===== config.mk =====
export PLATFORM = sky130hd
export DESIGN_NAME = mem_port_arbiter
export DESIGN_NICKNAME = d
export VERILOG_FILES = /design/src/rtl/mem_port_arbiter_pkg.sv /design/src/rtl/mem_port_arbiter.sv
export SDC_FILE = /design/constraint.sdc
export NUM_CORES = 1
export LEC_CHECK = 0
export CAP_MARGIN = 10
export CORE_ASPECT_RATIO = 0.5
export CORE_UTILIZATION = 36
export DETAILED_ROUTE_END_ITERATION = 12
export GPL_ROUTABILITY_DRIVEN = 0
export PLACE_DENSITY_LB_ADDON = 0.3
export SLEW_MARGIN = 20
export SYNTH_ARGS = -nofsm -noshare
export SYNTH_HDL_FRONTEND = slang
export SYNTH_SLANG_ARGS = --single-unit

===== constraint.sdc =====
create_clock -name clk -period 3.11 [get_ports clk]
set_clock_uncertainty 0.15 [all_clocks]
set_input_delay 0.622 -clock clk [delete_from_list [all_inputs] [get_ports clk]]
set_output_delay 0.622 -clock clk [all_outputs]
set_load 0.05 [all_outputs]

===== src/rtl/mem_port_arbiter_pkg.sv =====
// Shared types for the memory port arbiter: FSM state and transaction owner.
package mem_arb_pkg;

   typedef enum logic [1:0] {
      IDLE = 2'd0,
      REQ  = 2'd1,
      RESP = 2'd2
   } state_t;

   typedef enum logic {
      OWN_IF = 1'b0,
      OWN_D  = 1'b1
   } owner_t;

endpackage


===== src/rtl/mem_port_arbiter.sv =====
// Shares one memory port between instruction fetch and load/store.
// One transaction in flight: arbitrate in IDLE, present the registered
// request in REQ until mem_gnt_i, then route the response in RESP.
//
// Handshake: a requester holds req_i (and its fields) until it sees gnt_o,
// which is combinational and can only assert in IDLE; the memory side sees
// mem_req_o held with stable fields until a cycle where mem_gnt_i is high,
// and the response arrives as a single mem_rvalid_i pulse in a later cycle.
module mem_port_arbiter
   import mem_arb_pkg::*;
#(
   parameter int AWIDTH     = 32,
   parameter int DWIDTH     = 32,
   parameter int STARVE_MAX = 4
)
(
   input  logic                              clk,
   input  logic                              rst,
   // fetch requester
   input  logic                              if_req_i,
   input  logic [AWIDTH-1:0]                 if_addr_i,
   output logic                              if_gnt_o,
   output logic                              if_rvalid_o,
   output logic [DWIDTH-1:0]                 if_rdata_o,
   // data requester
   input  logic                              d_req_i,
   input  logic                              d_we_i,
   input  logic [AWIDTH-1:0]                 d_addr_i,
   input  logic [DWIDTH-1:0]                 d_wdata_i,
   input  logic [DWIDTH/8-1:0]               d_be_i,
   output logic                              d_gnt_o,
   output logic                              d_rvalid_o,
   output logic [DWIDTH-1:0]                 d_rdata_o,
   // memory port
   output logic                              mem_req_o,
   output logic                              mem_we_o,
   output logic [AWIDTH-1:0]                 mem_addr_o,
   output logic [DWIDTH-1:0]                 mem_wdata_o,
   output logic [DWIDTH/8-1:0]               mem_be_o,
   input  logic                              mem_gnt_i,
   input  logic                              mem_rvalid_i,
   input  logic [DWIDTH-1:0]                 mem_rdata_i,
   // status and debug visibility
   output logic                              busy_o,
   output state_t                            dbg_state,
   output logic [$clog2(STARVE_MAX+1)-1:0]   dbg_starve_cnt
);

   localparam int BW = DWIDTH / 8;
   localparam int SW = $clog2(STARVE_MAX + 1);
   localparam logic [SW-1:0] STARVE_LIM = SW'(STARVE_MAX);

   state_t            state;
   state_t            state_next;
   logic [SW-1:0]     starve_cnt;
   owner_t            owner_q;
   logic              we_q;
   logic [AWIDTH-1:0] addr_q;
   logic [DWIDTH-1:0] wdata_q;
   logic [BW-1:0]     be_q;

   logic              pick_if;
   logic              pick_d;
   logic              take;
   logic              cap_we;
   logic [AWIDTH-1:0] cap_addr;
   logic [DWIDTH-1:0] cap_wdata;
   logic [BW-1:0]     cap_be;

   // Pick the winner: data first, unless fetch has lost STARVE_MAX times in a row.
   always_comb begin
      pick_if = 1'b0;
      pick_d  = 1'b0;
      if (state == IDLE) begin
         if (if_req_i && (!d_req_i || starve_cnt == STARVE_LIM)) begin
            pick_if = 1'b1;
         end else if (d_req_i) begin
            pick_d = 1'b1;
         end
      end
      take = pick_if | pick_d;
   end

   // Fields to capture for the winner; fetch is always a full-word read.
   always_comb begin
      cap_we    = 1'b0;
      cap_addr  = if_addr_i;
      cap_wdata = '0;
      cap_be    = '1;
      if (pick_d) begin
         cap_we    = d_we_i;
         cap_addr  = d_addr_i;
         cap_wdata = d_wdata_i;
         cap_be    = d_be_i;
      end
   end

   // FSM state register.
   always_ff @(posedge clk or negedge rst) begin
      if (!rst) begin
         state <= IDLE;
      end else begin
         state <= state_next;
      end
   end

   // FSM next-state logic.
   always_comb begin
      state_next = state;
      case (state)
         IDLE:    if (take)         state_next = REQ;
         REQ:     if (mem_gnt_i)    state_next = RESP;
         RESP:    if (mem_rvalid_i) state_next = IDLE;
         default:                   state_next = IDLE;
      endcase
   end

   // Register the winning request and its owner at grant time.
   always_ff @(posedge clk or negedge rst) begin
      if (!rst) begin
         owner_q <= OWN_IF;
         we_q    <= 1'b0;
         addr_q  <= '0;
         wdata_q <= '0;
         be_q    <= '0;
      end else if (take) begin
         owner_q <= pick_d ? OWN_D : OWN_IF;
         we_q    <= cap_we;
         addr_q  <= cap_addr;
         wdata_q <= cap_wdata;
         be_q    <= cap_be;
      end
   end

   // Count fetch losses to contested data grants; clear when fetch wins.
   always_ff @(posedge clk or negedge rst) begin
      if (!rst) begin
         starve_cnt <= '0;
      end else if (pick_if) begin
         starve_cnt <= '0;
      end else if (pick_d && if_req_i && starve_cnt != STARVE_LIM) begin
         starve_cnt <= starve_cnt + 1'b1;
      end
   end

   // FSM outputs: grants, memory request, and response routing.
   always_comb begin
      if_gnt_o    = pick_if;
      d_gnt_o     = pick_d;
      mem_req_o   = (state == REQ);
      mem_we_o    = we_q;
      mem_addr_o  = addr_q;
      mem_wdata_o = wdata_q;
      mem_be_o    = be_q;
      if_rvalid_o = 1'b0;
      d_rvalid_o  = 1'b0;
      if_rdata_o  = '0;
      d_rdata_o   = '0;
      if (state == RESP && mem_rvalid_i) begin
         if (owner_q == OWN_D) begin
            d_rvalid_o = 1'b1;
            d_rdata_o  = we_q ? '0 : mem_rdata_i;
         end else begin
            if_rvalid_o = 1'b1;
            if_rdata_o  = mem_rdata_i;
         end
      end
      busy_o         = (state != IDLE);
      dbg_state      = state;
      dbg_starve_cnt = starve_cnt;
   end

endmodule

==> impl_metrics.env <==
export IMPL_cts_hold_buf=0
export IMPL_cp_slowest_cell="clkdlybuf4s50_1"
export IMPL_cp_required_ns=2.34
export IMPL_io_buffers=282
export IMPL_min_period_ns=2.910
export IMPL_syn_area_sq_mm=0.003655
export IMPL_totalWireLength_mm=14.72
export IMPL_grt_max_degree=76
export IMPL_yosys_top_cells_area="dfrtp_1, and2_1, nor3b_2, a221o_1, a22o_1"
export IMPL_critPathLaunch="mem_rvalid_i"
export IMPL_cts_resized_gates=0
export IMPL_antenna_left=0
export IMPL_grt_pass1_vias=3775
export IMPL_rows=25
export IMPL_track_usage=0.2786
export IMPL_p_switching_w=0.003490
export IMPL_vias=3644
export IMPL_place_ws_ns=0.2178
export IMPL_power_density_mw_per_mm2=952.0
export IMPL_slew_headroom=0.3715
export IMPL_period_share=0.9356
export IMPL_yosysWarningCount=0
export IMPL_maxCapViolCount=0
export IMPL_r2r_start="dbg_state[0]"
export IMPL_fp_dieH_um=73.25
export IMPL_synth_seq_cells=75
export IMPL_syn_to_final_growth_pct=106.7
export IMPL_ios=283
export IMPL_ys_seq_area_frac=0.5135
export IMPL_start_util=0.3794
export IMPL_synthDominantCellAreaShare=0.5135
export IMPL_leakagePower_nw=3.140
export IMPL_final_nets=720
export IMPL_clk_pin_slew_worst_paths_ns=0.06
export IMPL_p_clk_frac=0.144
export IMPL_grt_remaining_overflow=0
export IMPL_cts_max_level=3
export IMPL_async_reset_ff_frac=1.000
export IMPL_clock_path_buffers=2
export IMPL_synth_edff_count=0
export IMPL_synth_top_area_cell="dfrtp_1"
export IMPL_synth_common_cells="dfrtp_1, and2_1, a22o_1"
export IMPL_synth_top_flop_cell="dfrtp_1"
export IMPL_tightest_slew_ns=0.9428
export IMPL_vias_per_cell=5.075
export IMPL_clockRootBuffer="clkbuf_16"
export IMPL_drive_above_1_share=0.2178
export IMPL_hold_violations=0
export IMPL_timing_fmax_mhz=343.7
export IMPL_dr_first_iter_drc_count=211
export IMPL_setup_tns_final_ns=0
export IMPL_syn_nets=443
export IMPL_worst_setup_path_type="primary input to output port"
export IMPL_numCtsBuffers=9
export IMPL_wl_per_cell_um=20.51
export IMPL_cp_max_fo=32
export IMPL_synth_distinct_cells=30
export IMPL_dieArea_sq_mm=0.01058
export IMPL_postCtsSetupBuffers=0
export IMPL_setup_viol=0
export IMPL_antenna_found_initial=0
export IMPL_cp_end_kind="output port"
export IMPL_cts_tree="built"
export IMPL_worstSkewPairLatency_ns=0.33
export IMPL_drcViolationCount=0
export IMPL_cp_cell_sequence="clkdlybuf4s50_1 > and4b_1 > nor2b_1 > buf_4 > and2_1 > buf_12"
export IMPL_rsz0062_at_grt="no"
export IMPL_holdCritPathClass="primary input to asynchronous set/reset pin"
export IMPL_intPower_w=0.003702
export IMPL_critical_path_arrival_ns=2.14
export IMPL_core_region_area_sq_mm=0.009634
export IMPL_die_w_um=144.5
export IMPL_drv_slew=0
export IMPL_hpwl_mm=11.21
export IMPL_drt_first_pass_iters=4
export IMPL_synth_most_common_cell="dfrtp_1"
export IMPL_syn_instance_count=302
export IMPL_power_frac_comb=0.618
export IMPL_grt_pass1_wl_mm=21.60
export IMPL_num_antenna_cells=0
export IMPL_seqPwrFrac=0.239
export IMPL_status="completed"
export IMPL_slowest_delay_ns=0.48
export IMPL_peakVddDrop_mv=0.5551
export IMPL_clock_sinks=75
export IMPL_setup_slack_ns=0.2002
export IMPL_swShare=0.4852
export IMPL_syn_area_per_cell_sq_um=12.10
export IMPL_start_kind="primary input"
[power by group through the flow]
stage               sequential [W]  clock [W]  combinational (W)
floorplan                  0.00316          0            0.00129
detailed placement         0.00170          0            0.00444
finish                     0.00172    0.00103            0.00444
CTS                        0.00171    0.00105            0.00446
global route               0.00177    0.00109            0.00461
global placement           0.00168          0            0.00438
[cell usage in the layout (no fill, tap or decap), types with 5 or more instances in the layout]
cell type,synthesis,routed
buf_4,5,13
nor3b_2,26,26
a221o_1,32,32
clkdlybuf4s50_1,0,213
nand2_1,5,5
buf_12,0,67
and2_1,64,64
clkbuf_16,0,9
a22o_1,33,33
nor3b_1,7,7
inv_1,5,5
dfrtp_1,75,75
[per-stage QoR]
stage               std cells  total power [W]  area [sq um]  utilization  hold WS, ns
floorplan                 302         0.004450          3655            -       0.1764
global placement          703         0.006065          7262       0.7538       0.3202
detailed placement        703         0.006146          7262       0.7538       0.3264
CTS                       718         0.007229          7555       0.7842       0.3121
global route              718         0.007467          7555       0.7842       0.3521
finish                    718         0.007192          7555       0.7842       0.2769
[area by class of cell]
cell class | instances | area, sq um
inverters | 6 | 22.52
repair buffers | 293 | 3571
clock inverters | 5 | 53.80
flip-flops and latches | 75 | 1877
well taps | 135 | 168.9
multi-input cells | 194 | 1623
clock buffers | 10 | 239.0
fillers | 610 | 2079
[sequential cells by signal, summed over array words and instances, names as in the netlist]
signal and count:
dbg_starve_cnt 3, mem_be_o 4, owner_q 1, mem_we_o 1, mem_wdata_o 32, mem_addr_o 32
dbg_state 2
[critical path, delay by kind of cell]
kind / cells / cell delay, ns
buffers and inverters: 3 / 0.91
and+or+nand+nor: 3 / 0.59
[metal layers]
metal,vias up,part of all wire,GRT usage
met2,160,0.54,0.5176
met4,0,0.020,0.09357
met1,1792,0.37,0.3052
li1,1667,-,-
met3,25,0.073,0.08530
met5,-,0,0
[cell families after synthesis]
logic type	Yosys count	synth area share
compound gates	78	0.1927
fa+ha+maj	2	0.006846
buf+inv	33	0.04758
flops	75	0.5135
simple gates	114	0.2393
[final timing paths]
check	endpoint	slack [ns]	depth (start not counted)
max in group asynchronous	mem_wdata_o[24]	1.93	1
min in group clk	mem_be_o[3]	0.35	1
worst min-delay path	mem_be_o[1]	0.28	1
worst max-delay path	d_rdata_o[3]	0.20	6
worst max register to register	mem_wdata_o[8]	0.89	6
worst min register to register	mem_be_o[3]	0.35	1
(Power assumes the default switching activity.)
